===== config.mk =====
export PLATFORM = sky130hd
export DESIGN_NAME = itrx_amba4_apb_master
export DESIGN_NICKNAME = d
export VERILOG_FILES = /design/src/rtl/itrx_amba4_apb_master.sv
export SDC_FILE = /design/constraint.sdc
export NUM_CORES = 1
export LEC_CHECK = 0
export BUFFER_PORTS_ARGS = -buffer_cell sky130_fd_sc_hd__clkbuf_2
export CORE_AREA = 2 2 286 288
export CTS_BUF_LIST = sky130_fd_sc_hd__clkbuf_4 sky130_fd_sc_hd__clkbuf_8 sky130_fd_sc_hd__clkbuf_16
export DETAILED_ROUTE_END_ITERATION = 6
export DIE_AREA = 0 0 288 290
export PLACE_DENSITY = 0.42
export SETUP_SLACK_MARGIN = 0.1
export SLEW_MARGIN = 20
export SYNTH_ARGS = -nofsm -noshare
export SYNTH_HDL_FRONTEND = slang
export SYNTH_SLANG_ARGS = --single-unit

===== constraint.sdc =====
create_clock -name pclk_i -period 3.3 [get_ports pclk_i]
set_clock_uncertainty 0.05 [all_clocks]
set_input_delay 0.33 -clock pclk_i [delete_from_list [all_inputs] [get_ports pclk_i]]
set_output_delay 0.33 -clock pclk_i [all_outputs]
set_load 0.05 [all_outputs]

===== src/rtl/itrx_amba4_apb_master.sv =====
`default_nettype none
// ============================================================================
// itrx_amba4_apb_master : APB4 requester, one valid/ready command per transfer
// Revision: 1.0
// ============================================================================
module itrx_amba4_apb_master #(
   parameter  int PDATAW  = 32,
   parameter  int NS      = 16,
   parameter  int SEL_LSB = 12,
   parameter  int TIMEOUT = 255,
   localparam int PSTRBW  = PDATAW / 8,
   localparam int SELW    = (NS > 1) ? $clog2(NS) : 1
) (
   input  logic                 pclk_i,
   input  logic                 preset_i,
   input  logic                 cmd_valid_i,
   output logic                 cmd_ready_o,
   input  logic                 cmd_write_i,
   input  logic [31:0]          cmd_addr_i,
   input  logic [PDATAW-1:0]    cmd_wdata_i,
   input  logic [PSTRBW-1:0]    cmd_strb_i,
   input  logic [2:0]           cmd_prot_i,
   output logic                 rsp_valid_o,
   input  logic                 rsp_ready_i,
   output logic [PDATAW-1:0]    rsp_rdata_o,
   output logic                 rsp_err_o,
   output logic                 rsp_timeout_o,
   output logic [31:0]          paddr_o,
   output logic                 pwrite_o,
   output logic [PDATAW-1:0]    pwdata_o,
   output logic [PSTRBW-1:0]    pstrb_o,
   output logic [2:0]           pprot_o,
   output logic [NS-1:0]        psel_o,
   output logic                 penable_o,
   input  logic [NS*PDATAW-1:0] prdata_i,
   input  logic [NS-1:0]        pready_i,
   input  logic [NS-1:0]        pslverr_i
);

   localparam logic [1:0]      c_IDLE     = 2'd0;
   localparam logic [1:0]      c_SETUP    = 2'd1;
   localparam logic [1:0]      c_ACCESS   = 2'd2;
   localparam logic [1:0]      c_RESP     = 2'd3;
   localparam int              NSLOT      = 2 ** SELW;
   localparam logic [SELW:0]   c_NS_LIMIT = (SELW + 1)'(NS);
   localparam logic [15:0]     c_TMO_LAST = 16'(TIMEOUT - 1);

   logic [1:0]        state_q,  state_d;
   logic [SELW-1:0]   idx_q,    idx_d;
   logic [31:0]       paddr_q,  paddr_d;
   logic              pwrite_q, pwrite_d;
   logic [PDATAW-1:0] pwdata_q, pwdata_d;
   logic [PSTRBW-1:0] pstrb_q,  pstrb_d;
   logic [2:0]        pprot_q,  pprot_d;
   logic [PDATAW-1:0] rdata_q,  rdata_d;
   logic              err_q,    err_d;
   logic              tmo_q,    tmo_d;
   logic [15:0]       cnt_q,    cnt_d;

   // Slave-side buses padded to a power of two so the index mux never runs off the end.
   logic [PDATAW-1:0] w_prdata [NSLOT];
   logic [NSLOT-1:0]  w_pready;
   logic [NSLOT-1:0]  w_pslverr;
   logic [SELW-1:0]   w_cmd_idx;
   logic              w_active;

   for (genvar gi = 0; gi < NSLOT; gi++) begin : g_slot
      if (gi < NS) begin : g_real
         assign w_prdata[gi]  = prdata_i[gi*PDATAW +: PDATAW];
         assign w_pready[gi]  = pready_i[gi];
         assign w_pslverr[gi] = pslverr_i[gi];
      end else begin : g_pad
         assign w_prdata[gi]  = '0;
         assign w_pready[gi]  = 1'b0;
         assign w_pslverr[gi] = 1'b0;
      end
   end

   assign w_cmd_idx = cmd_addr_i[SEL_LSB +: SELW];

   always_ff @(posedge pclk_i) begin
      if (preset_i) begin
         state_q  <= c_IDLE;
         idx_q    <= '0;
         paddr_q  <= '0;
         pwrite_q <= 1'b0;
         pwdata_q <= '0;
         pstrb_q  <= '0;
         pprot_q  <= '0;
         rdata_q  <= '0;
         err_q    <= 1'b0;
         tmo_q    <= 1'b0;
         cnt_q    <= '0;
      end else begin
         state_q  <= state_d;
         idx_q    <= idx_d;
         paddr_q  <= paddr_d;
         pwrite_q <= pwrite_d;
         pwdata_q <= pwdata_d;
         pstrb_q  <= pstrb_d;
         pprot_q  <= pprot_d;
         rdata_q  <= rdata_d;
         err_q    <= err_d;
         tmo_q    <= tmo_d;
         cnt_q    <= cnt_d;
      end
   end

   always_comb begin
      state_d  = state_q;
      idx_d    = idx_q;
      paddr_d  = paddr_q;
      pwrite_d = pwrite_q;
      pwdata_d = pwdata_q;
      pstrb_d  = pstrb_q;
      pprot_d  = pprot_q;
      rdata_d  = rdata_q;
      err_d    = err_q;
      tmo_d    = tmo_q;
      cnt_d    = cnt_q;
      case (state_q)
         c_IDLE: begin
            if (cmd_valid_i) begin
               if ({1'b0, w_cmd_idx} >= c_NS_LIMIT) begin
                  state_d = c_RESP;
                  rdata_d = '0;
                  err_d   = 1'b1;
                  tmo_d   = 1'b0;
               end else begin
                  state_d  = c_SETUP;
                  idx_d    = w_cmd_idx;
                  paddr_d  = cmd_addr_i;
                  pwrite_d = cmd_write_i;
                  pwdata_d = cmd_wdata_i;
                  pstrb_d  = cmd_write_i ? cmd_strb_i : '0;
                  pprot_d  = cmd_prot_i;
               end
            end
         end
         c_SETUP: begin
            state_d = c_ACCESS;
            cnt_d   = '0;
         end
         c_ACCESS: begin
            // pready wins over an expiring timeout in the same cycle.
            if (w_pready[idx_q]) begin
               state_d = c_RESP;
               rdata_d = pwrite_q ? '0 : w_prdata[idx_q];
               err_d   = w_pslverr[idx_q];
               tmo_d   = 1'b0;
            end else if (TIMEOUT != 0 && cnt_q == c_TMO_LAST) begin
               state_d = c_RESP;
               rdata_d = '0;
               err_d   = 1'b1;
               tmo_d   = 1'b1;
            end else begin
               cnt_d = cnt_q + 16'd1;
            end
         end
         c_RESP: begin
            if (rsp_ready_i) begin
               state_d = c_IDLE;
            end
         end
         default: state_d = c_IDLE;
      endcase
   end

   always_comb begin
      cmd_ready_o = (state_q == c_IDLE) && !preset_i;
      w_active    = (state_q == c_SETUP) || (state_q == c_ACCESS);
      penable_o   = (state_q == c_ACCESS);
      rsp_valid_o = (state_q == c_RESP);
      psel_o      = '0;
      for (int i = 0; i < NS; i++) begin
         psel_o[i] = w_active && (idx_q == SELW'(i));
      end
   end

   assign paddr_o       = paddr_q;
   assign pwrite_o      = pwrite_q;
   assign pwdata_o      = pwdata_q;
   assign pstrb_o       = pstrb_q;
   assign pprot_o       = pprot_q;
   assign rsp_rdata_o   = rdata_q;
   assign rsp_err_o     = err_q;
   assign rsp_timeout_o = tmo_q;

endmodule
`default_nettype wire


==> impl_metrics.env, run 1 <==
export IMPL_first_pass_iters=6
export IMPL_yosys_warnings=0
export IMPL_antenna_found_initial=23
export IMPL_synth_cells=800
export IMPL_fmax_ghz=0.3433
export IMPL_hpwl_mm=51.46
export IMPL_cp_start_kind="flip-flop"
export IMPL_routed_wl_mm=59.91
export IMPL_critPathMaxStageDelay_ns=0.57
export IMPL_hp_class="in2reg"
export IMPL_rsz0062_at_grt="no"
export IMPL_worst_pin_slew_ns=1.009
export IMPL_instances_no_fill=2625
export IMPL_final_util_pct=18.44
export IMPL_dp_cells=2555
export IMPL_relSlewSlack_pct=32.09
export IMPL_fin_area_sq_um=14780
export IMPL_whs_ns=0.04767
export IMPL_placed_area_sq_um=13870
export IMPL_fill_cells=9036
export IMPL_cts_tree="yes"
export IMPL_layout_nets=2168
export IMPL_drive_gt1_share_pct=63.92
export IMPL_status="complete, no violations"
export IMPL_area_growth_pct=68.20
export IMPL_slew_viol_final=0
export IMPL_vias=10500
export IMPL_grt_pass1_wl_mm=82.91
export IMPL_cp_max_fo=14
export IMPL_root_buffer="clkbuf_16"
export IMPL_yosys_area_top_type_share_pct=43.56
export IMPL_slowest_stage="ha_1"
export IMPL_start_util_pct=10.97
export IMPL_io_pins=745
export IMPL_grt_overflow_total=0
export IMPL_setup_slack_ns=0.3873
export IMPL_setup_viol=0
export IMPL_grt_pass1_vias=10940
export IMPL_vdd_drop_max_mv=0.3000
export IMPL_syn_avg_cell_area_sq_um=10.99
export IMPL_syn_area_sq_um=8790
export IMPL_port_buffers=744
export IMPL_power_leakage_nw=6.317
export IMPL_ant_nets=0
export IMPL_clock_latency_ns=0.47
export IMPL_chipHeight_microns=290
export IMPL_ys_seq_elements=124
export IMPL_grt_util_all_layers_pct=14.09
export IMPL_drt_iter0_drc=614
export IMPL_cts_setup_buffers=0
export IMPL_cap_violations=0
export IMPL_dieArea_sq_um=83520
export IMPL_hold_viol=0
export IMPL_via_per_inst=3.999
export IMPL_fin_crit_ns=2.913
export IMPL_cp_required_ns=2.92
export IMPL_synth_top_area_cell="mux4_2"
export IMPL_cp_end_kind="output port"
export IMPL_gp_congestion=0.9287
export IMPL_crit_arrival_ns=2.53
export IMPL_drc_errors=0
export IMPL_grt_start_max_net_pins=71
export IMPL_fp_dieW_microns=288
export IMPL_place_ws_ns=0.3676
export IMPL_synth_top_cells_by_area="mux4_2 44%, dfxtp_1 28%, nand2_1 6.7%, a21oi_1 4.8%, clkbuf_1 2.9%"
export IMPL_powerDensity_nw_per_um2=514.4
export IMPL_synth_cell_type_count=39
export IMPL_wl_per_cell_microns=22.82
export IMPL_synth_nets=1426
export IMPL_crit_type="reg2out"
export IMPL_min_period_over_period_pct=88.26
export IMPL_clkTransAtPathRegs_ns=0.07
export IMPL_cts_path_max_buffers=2
export IMPL_placeableCoreArea_sq_um=80160
export IMPL_ys_seq_area_share_pct=28.24
export IMPL_cts_sink_count=124
export IMPL_cts_inserted_buffers=17
export IMPL_tns_ns=0
export IMPL_path_cells="inv_1 -> ha_1 -> nand2_1 -> nor4_1 -> clkbuf_2"
export IMPL_power_mw=7.605
export IMPL_htree_num_levels=4
export IMPL_placementRows=104
[routing by layer]
metal  vias up  global-route usage (%)  routed length (microns)
li1       4627                       -                        -
met1      5189                   17.65                    25010
met2       596                   22.08                    27730
met3        76                   4.772                     5520
met4        10                   5.624                     1598
met5         -                       0                       57
[synthesized netlist by cell type]
master,n
and3_1,1
dfxtp_1,124
or4_1,3
and2_1,1
mux2_2,2
nand2b_1,5
a211oi_1,2
ha_1,6
nand4b_1,2
o21a_1,1
o31ai_1,2
buf_1,5
nor3_1,10
o221ai_1,1
mux4_2,170
o21ai_0,9
clkinv_1,1
inv_1,9
nor3b_1,1
a22oi_1,32
a21o_1,1
a41o_1,5
nor4_1,5
a31oi_1,3
nand4_1,9
and4b_1,2
buf_6,3
clkbuf_1,69
o221a_4,1
a21oi_1,85
nand2_1,156
o22ai_1,2
nor2_1,45
and2_0,1
mux2i_1,3
nand3_1,9
buf_2,7
or3_1,6
and4_1,1
[power by group]
part	total, mW	internal [mW]	switching (mW)
clock network	2.01	1.17	0.844
registers	1.89	1.70	0.193
logic	3.70	1.50	2.20
[what timing repair did]
item                                   in CTS  in global routing
gates resized for setup                     0                  0
hold buffers                               28                  0
endpoints found under the hold margin      28                  0
[registers in the layout (all words and copies together), names as in the netlist]
name and cells:
cnt_q 16, idx_q 3, paddr_o 29, pprot_o 3, pstrb_o 4, pwdata_o 32
pwrite_o 1, rsp_err_o 1, rsp_rdata_o 32, rsp_timeout_o 1, state_q 2
[final cells by class]
| class | instances | area, sq um | area share, % |
|---|---|---|---|
| tap | 1060 | 1326 | 8.971 |
| inverter | 10 | 37.54 | 0.2539 |
| sequential | 124 | 2497 | 16.89 |
| clock buffer | 19 | 452.9 | 3.064 |
| timing repair buffer | 807 | 4332 | 29.30 |
| antenna | 10 | 25.02 | 0.1693 |
| multi-input combinational | 582 | 5961 | 40.32 |
| clock inverter | 13 | 152.6 | 1.032 |
[critical path, delay by kind of cell, from the launching register on]
family,cells,cell delay (ns)
adder cells (fa/ha/maj),1,0.57
AND/OR/NAND/NOR,2,0.70
flip-flops,1,0.39
buffers and inverters,2,0.41
[cell families after synthesis]
| logic type | Yosys count | synth area share [%] |
|---|---|---|
| mux | 175 | 44.16 |
| fa+ha+maj | 6 | 0.8541 |
| simple gates | 257 | 12.53 |
| compound gates | 144 | 9.851 |
| flops | 124 | 28.24 |
| buf+inv | 94 | 4.370 |
[cells in the final DEF (no fill, tap or decap), drive strengths merged, types with 3 or more instances in the layout]
cell type / n
nand3: 9
a22oi: 32
diode: 10
nor2: 45
ha: 6
nand4: 9
buf: 36
o21ai: 9
inv: 16
a41o: 5
clkinv: 3
or4: 3
nand2: 156
nand2b: 5
dlygate4sd3: 28
nor4: 5
dfxtp: 124
mux2i: 3
clkbuf: 762
a21oi: 85
a31oi: 3
or3: 6
nor3: 10
mux4: 170
[worst paths after layout]
check                                          startpoint                   endpoint  slack (ns)  cells after the start
worst max-delay path              state_q[1]$_SDFFE_PP0P_                  psel_o[0]        0.39                      5
worst min-delay path                        cmd_prot_i[0]    pprot_o[0]$_SDFFE_PP0P_        0.05                      3
worst max register to register      idx_q[0]$_SDFFE_PP0P_     cnt_q[15]$_SDFFE_PP0P_        0.47                      5
worst min register to register  pwdata_o[10]$_SDFFE_PP0P_  pwdata_o[10]$_SDFFE_PP0P_        0.40                      2
No activity file was read; power rests on OpenSTA's default activity.
==> run 2, diff against run 1 <==
ABC_AREA = 1   (was unset)
CORE_AREA = 2 2 293 295   (was 2 2 286 288)
DIE_AREA = 0 0 295 297   (was 0 0 288 290)
PLACE_DENSITY = 0.41   (was 0.42)
==> run 2 against run 1 <==
Final area decreased by 2.0%. Non-clock buffer count decreased by 11. Die area increased by 4.9%. Critical endpoint is now psel_o[3]. Flip-flop and latch count unchanged. Via count increased by 22%. First-iteration DRC count increased by 42%. Sequential power increased by 8%. Largest cell class unchanged. Hold slack improved by 0.0046 ns. Cell count increased by 23%. Fmax about the same. Synthesized area decreased by 0.95%. Count of clock-buffer cells in the layout decreased by 2.
==> impl_metrics.env, run 2 <==
export IMPL_port_buffers=744
export IMPL_wl_per_cell_microns=20.91
export IMPL_placementRows=107
export IMPL_crit_buf_inv=3
export IMPL_drc_errors=0
export IMPL_fin_crit_ns=2.913
export IMPL_cp_start_kind="flip-flop"
export IMPL_power_leakage_nw=7.021
export IMPL_async_flop_share_pct=0
export IMPL_layout_nets=2692
export IMPL_vias=12790
export IMPL_cts_setup_buffers=0
export IMPL_slowest_stage="dfxtp_1"
export IMPL_ctsResizeCount=0
export IMPL_chipHeight_microns=297
export IMPL_drt_iter0_drc=874
export IMPL_grt_util_all_layers_pct=14.87
export IMPL_io_pins=745
export IMPL_ys_seq_elements=124
export IMPL_path_cells="nand2_1 -> inv_4 -> buf_4 -> nand2_1 -> nor2_1 -> clkbuf_2"
export IMPL_yosys_area_top_type_share_pct=28.51
export IMPL_status="complete, no violations"
export IMPL_area_growth_pct=66.43
export IMPL_cts_sink_count=124
export IMPL_crit_type="reg2out"
export IMPL_ant_nets=0
export IMPL_power_mw=10.17
export IMPL_synth_cells=1364
export IMPL_syn_avg_cell_area_sq_um=6.383
export IMPL_synth_edf_count=0
export IMPL_path_common_cell="nand2_1"
export IMPL_min_period_over_period_pct=88.29
export IMPL_root_buffer="clkbuf_16"
export IMPL_gp_congestion=0.9144
export IMPL_hp_class="in2reg"
export IMPL_slew_viol_final=0
export IMPL_drive_gt1_share_pct=40.50
export IMPL_layout_common_cells="744 x clkbuf_2, 366 x nand2_1, 264 x a22oi_1"
export IMPL_synth_top_cells_by_area="dfxtp_1 29%, a22oi_1 23%, nand2_1 16%, nor2_1 9.3%, o21ai_0 5.9%"
export IMPL_hold_viol=0
export IMPL_ys_seq_area_share_pct=28.51
export IMPL_crit_arrival_ns=2.53
export IMPL_via_per_inst=3.964
export IMPL_hpwl_mm=55.01
export IMPL_clock_latency_ns=0.47
export IMPL_clkTransAtPathRegs_ns=0.07
export IMPL_relSlewSlack_pct=39.30
export IMPL_cts_path_max_buffers=2
export IMPL_dieArea_sq_um=87620
export IMPL_mostFrequentLayoutCell="clkbuf_2"
export IMPL_ys_flop_type="dfxtp_1"
export IMPL_yosys_warnings=0
export IMPL_vdd_drop_max_mv=0.5673
export IMPL_fmax_ghz=0.3432
export IMPL_grt_pass1_vias=12980
export IMPL_grt_overflow_total=0
export IMPL_crit_family="buffers and inverters"
export IMPL_fp_dieW_microns=295
export IMPL_syn_area_sq_um=8706
export IMPL_rsz0062_at_grt="no"
export IMPL_cap_violations=0
export IMPL_fill_cells=9875
export IMPL_synth_cell_type_count=30
export IMPL_whs_ns=0.05222
export IMPL_antenna_found_initial=14
export IMPL_tns_ns=0
export IMPL_grt_pass1_wl_mm=93.09
export IMPL_routed_wl_mm=67.46
export IMPL_final_util_pct=17.15
export IMPL_cts_inserted_buffers=17
export IMPL_synth_common_cells="368 x nand2_1, 264 x a22oi_1, 216 x nor2_1, 124 x dfxtp_1, 103 x o21ai_0"
export IMPL_htree_num_levels=4
export IMPL_synth_most_common_cell="nand2_1"
export IMPL_cts_tree="yes"
export IMPL_first_pass_iters=7
export IMPL_synth_top_area_cell="dfxtp_1"
export IMPL_setup_viol=0
export IMPL_synth_nets=1990
export IMPL_start_util_pct=10.31
export IMPL_powerDensity_nw_per_um2=702.0
export IMPL_grt_start_max_net_pins=122
export IMPL_cp_end_kind="output port"
export IMPL_cp_required_ns=2.92
export IMPL_worst_pin_slew_ns=0.9106
export IMPL_placeableCoreArea_sq_um=84480
export IMPL_critPathMaxStageDelay_ns=0.68
export IMPL_cp_max_fo=25
run 2: cell types whose count changed after synthesis, sizes merged, moves of 15 or more:
cell   previous run  this run
a22oi            32       264
nand2           156       370
nor2             45       222
mux4            170         0
o21ai             9       104
buf              15        55
a21oi            85        56
nand4             9        34
inv               9        28
nand3             9        24
run 2: routing by layer:
layer	vias to the layer above	global-route usage, %	part of all wire [%]
li1	6187	-	-
met1	5978	18.62	44
met2	541	24.78	47
met3	69	3.915	7.2
met4	12	4.458	2.2
met5	-	0	0.10
run 2: final timing paths:
path / from / to / slack (ns) / depth (start not counted)
worst max-delay path: idx_q[0]$_SDFFE_PP0P_ / psel_o[3] / 0.39 / 6
worst min-delay path: cmd_addr_i[5] / paddr_o[5]$_SDFFE_PP0P_ / 0.05 / 3
worst max register to register: idx_q[0]$_SDFFE_PP0P_ / rsp_rdata_o[22]$_SDFFE_PP0P_ / 0.74 / 10
worst min register to register: pstrb_o[1]$_SDFFE_PP0P_ / pstrb_o[1]$_SDFFE_PP0P_ / 0.41 / 2
run 2: power breakdown:
part	total (mW)	switching [mW]	internal [mW]
Clock	2.01	0.947	1.06
Sequential	2.05	0.217	1.84
Combinational	6.11	4.39	1.72
run 2: what timing repair did:
item | 4_1_cts | 5_1_grt
hold buffers | 7 | 0
setup endpoints to repair | 0 | 0
endpoints found under the hold margin | 7 | 0
run 2: final cells by class:
class | instances | area (sq um) | share of cell area [%]
Inverter | 28 | 108.9 | 0.7513
Multi-Input combinational cell | 1099 | 5623 | 38.81
Clock inverter | 15 | 153.9 | 1.062
Timing Repair Buffer | 796 | 4257 | 29.38
Clock buffer | 17 | 425.4 | 2.936
Sequential cell | 124 | 2482 | 17.13
Tap cell | 1144 | 1431 | 9.879
Antenna cell | 3 | 7.507 | 0.05181
run 2: through the flow:
stage               instance area [sq um]  setup WS (ns)  std cells
floorplan                            8706         0.7227       1364
global placement                    13830         0.7842       3184
detailed placement                  13830         0.7635       3184
CTS                                 14480         0.2957       3223
global route                        14490         0.1863       3225
finish                              14490         0.3865       3226
run 2: cell families (layout without fill, tap and decap cells):
group | Yosys count | after routing | share of synthesized area (%)
fa+ha+maj | 6 | 6 | 0.8623
buf+inv | 141 | 856 | 7.272
compound gates | 425 | 425 | 32.08
other cells | 0 | 3 | 0
flops | 124 | 124 | 28.51
xor+xnor | 12 | 12 | 1.207
simple gates | 656 | 656 | 30.07
run 2: worst register-to-register path, delay by kind of cell (launching register included):
| kind | cells | cell delay (ns) |
|---|---|---|
| AO/OA/AOI/OAI | 2 | 0.29 |
| flip-flops | 1 | 0.68 |
| buffers and inverters | 3 | 0.74 |
| AND/OR/NAND/NOR | 5 | 0.73 |
==> run 3, diff against run 2 <==
RECOVER_POWER = 25   (was unset)
SLEW_MARGIN = unset   (was 20)
==> run 3 against run 2 <==
Hold slack gained 0.00092 ns. Combinational power shrank 0.8%. Cell count is essentially flat. Critical path depth is the same. Flip-flop and latch count is the same. Final area shrank 0.55%. Die area is the same. Total power shrank 0.53%. First-iteration DRC count shrank 4.6%. Worst setup slack lost 0.014 ns. Core utilization shrank 0.095 points.
==> impl_metrics.env, run 3 (synthesis gave the netlist of run 2 again) <==
export IMPL_cts_sink_count=124
export IMPL_grt_pass1_vias=12980
export IMPL_min_period_over_period_pct=88.70
export IMPL_htree_num_levels=4
export IMPL_drc_errors=0
export IMPL_ant_nets=0
export IMPL_worst_path_stages=6
export IMPL_first_pass_iters=5
export IMPL_clock_latency_ns=0.47
export IMPL_layout_common_cells="684 x clkbuf_2, 367 x nand2_1, 264 x a22oi_1"
export IMPL_area_growth_pct=65.51
export IMPL_path_common_cell="nand2_1"
export IMPL_start_util_pct=10.31
export IMPL_holdPathStages=3
export IMPL_hpwl_mm=55.01
export IMPL_placeableCoreArea_sq_um=84480
export IMPL_setup_viol=0
export IMPL_powerDensity_nw_per_um2=702.1
export IMPL_crit_type="reg2out"
export IMPL_place_ws_ns=0.7635
export IMPL_cp_start_kind="flip-flop"
export IMPL_drive_gt1_share_pct=37.57
export IMPL_relSlewSlack_pct=43.28
export IMPL_hold_viol=0
export IMPL_fp_dieW_microns=295
export IMPL_cts_hold_buffers=7
export IMPL_hp_class="in2reg"
export IMPL_drt_iter0_drc=834
export IMPL_worst_pin_slew_ns=0.8507
export IMPL_layout_nets=2692
export IMPL_tns_ns=0
export IMPL_ctsResizeCount=0
export IMPL_via_per_inst=3.976
export IMPL_grt_util_all_layers_pct=14.87
export IMPL_slowest_stage="dfxtp_1"
export IMPL_crit_family="buffers and inverters"
export IMPL_antenna_found_initial=14
export IMPL_r2r_cells=10
export IMPL_rsz0062_at_grt="no"
export IMPL_placementRows=107
export IMPL_port_buffers=744
export IMPL_chipHeight_microns=297
export IMPL_vdd_drop_max_mv=0.5690
export IMPL_crit_buf_inv=3
export IMPL_setup_slack_ns=0.3729
export IMPL_crit_arrival_ns=2.55
export IMPL_fmax_ghz=0.3416
export IMPL_path_cells="nand2_1 -> inv_4 -> buf_4 -> nand2_1 -> nor2_1 -> clkbuf_2"
export IMPL_vias=12820
export IMPL_whs_ns=0.05314
export IMPL_cts_setup_buffers=0
export IMPL_final_util_pct=17.06
export IMPL_cts_path_max_buffers=2
export IMPL_critPathMaxStageDelay_ns=0.68
export IMPL_cap_violations=0
export IMPL_grt_start_max_net_pins=122
export IMPL_slew_viol_final=0
export IMPL_routed_wl_mm=67.59
export IMPL_mostFrequentLayoutCell="clkbuf_2"
export IMPL_status="complete, no violations"
export IMPL_cts_inserted_buffers=17
export IMPL_cts_tree="yes"
export IMPL_grt_pass1_wl_mm=93.09
export IMPL_cp_max_fo=25
export IMPL_dieArea_sq_um=87620
export IMPL_gp_congestion=0.9144
export IMPL_io_pins=745
export IMPL_cp_required_ns=2.92
export IMPL_power_leakage_nw=6.822
export IMPL_clkTransAtPathRegs_ns=0.07
export IMPL_fin_crit_ns=2.927
export IMPL_grt_overflow_total=0
export IMPL_root_buffer="clkbuf_16"
export IMPL_cp_end_kind="output port"
export IMPL_wl_per_cell_microns=20.96
-- run 3: cell types whose count changed in the layout (fill, tap and decap cells not counted) --
cell,before,now
nand2_1,366,367
clkbuf_2,744,684
clkbuf_1,0,60
diode_2,3,2
nand2_2,4,3
-- run 3: area by class of cell --
class | instances | area [sq um]
tap | 1144 | 1431
fill | 9898 | 70070
sequential | 124 | 2482
clock inverter | 15 | 153.9
timing repair buffer | 796 | 4182
clock buffer | 17 | 425.4
inverter | 28 | 108.9
multi-input combinational | 1099 | 5620
antenna | 2 | 5.005
-- run 3: power breakdown --
part,switching [mW],leakage [nW],internal [mW]
clock,0.944,0.276,1.06
combinational,4.39,5.53,1.67
sequential,0.216,1.02,1.84
total,5.55,6.82,4.57
-- run 3: worst reg2reg max path: stages (launching register included) --
cell and delay, ns:
dfxtp_1 0.68, inv_2 0.22, nor2_4 0.15, buf_12 0.20, buf_12 0.32, a22oi_1 0.22
nand2_1 0.13, nand2_1 0.20, nand4_1 0.14, a21oi_1 0.07, nor2_1 0.10
-- run 3: worst paths after layout --
path | start | end | slack (ns)
max | idx_q[0]$_SDFFE_PP0P_ | psel_o[3] | 0.37
min | cmd_addr_i[5] | paddr_o[5]$_SDFFE_PP0P_ | 0.05
max reg2reg | idx_q[0]$_SDFFE_PP0P_ | rsp_rdata_o[22]$_SDFFE_PP0P_ | 0.75
min reg2reg | pstrb_o[3]$_SDFFE_PP0P_ | pstrb_o[3]$_SDFFE_PP0P_ | 0.41
-- run 3: through the flow --
stage / cells / power, mW / cell area [sq um]
finish: 3225 / 10.12 / 14410
global route: 3225 / 10.84 / 14410
CTS: 3223 / 10.42 / 14480
detailed placement: 3184 / 8.283 / 13830
global placement: 3184 / 8.296 / 13830
floorplan: 1364 / 5.942 / 8706
-- run 3: metal layers --
metal	global-route usage (%)	vias to the layer above	share of wire, %
met2	24.78	535	47
met3	3.915	70	7.3
met1	18.62	6016	44
met5	0	-	0.10
li1	-	6189	-
met4	4.458	12	2.2
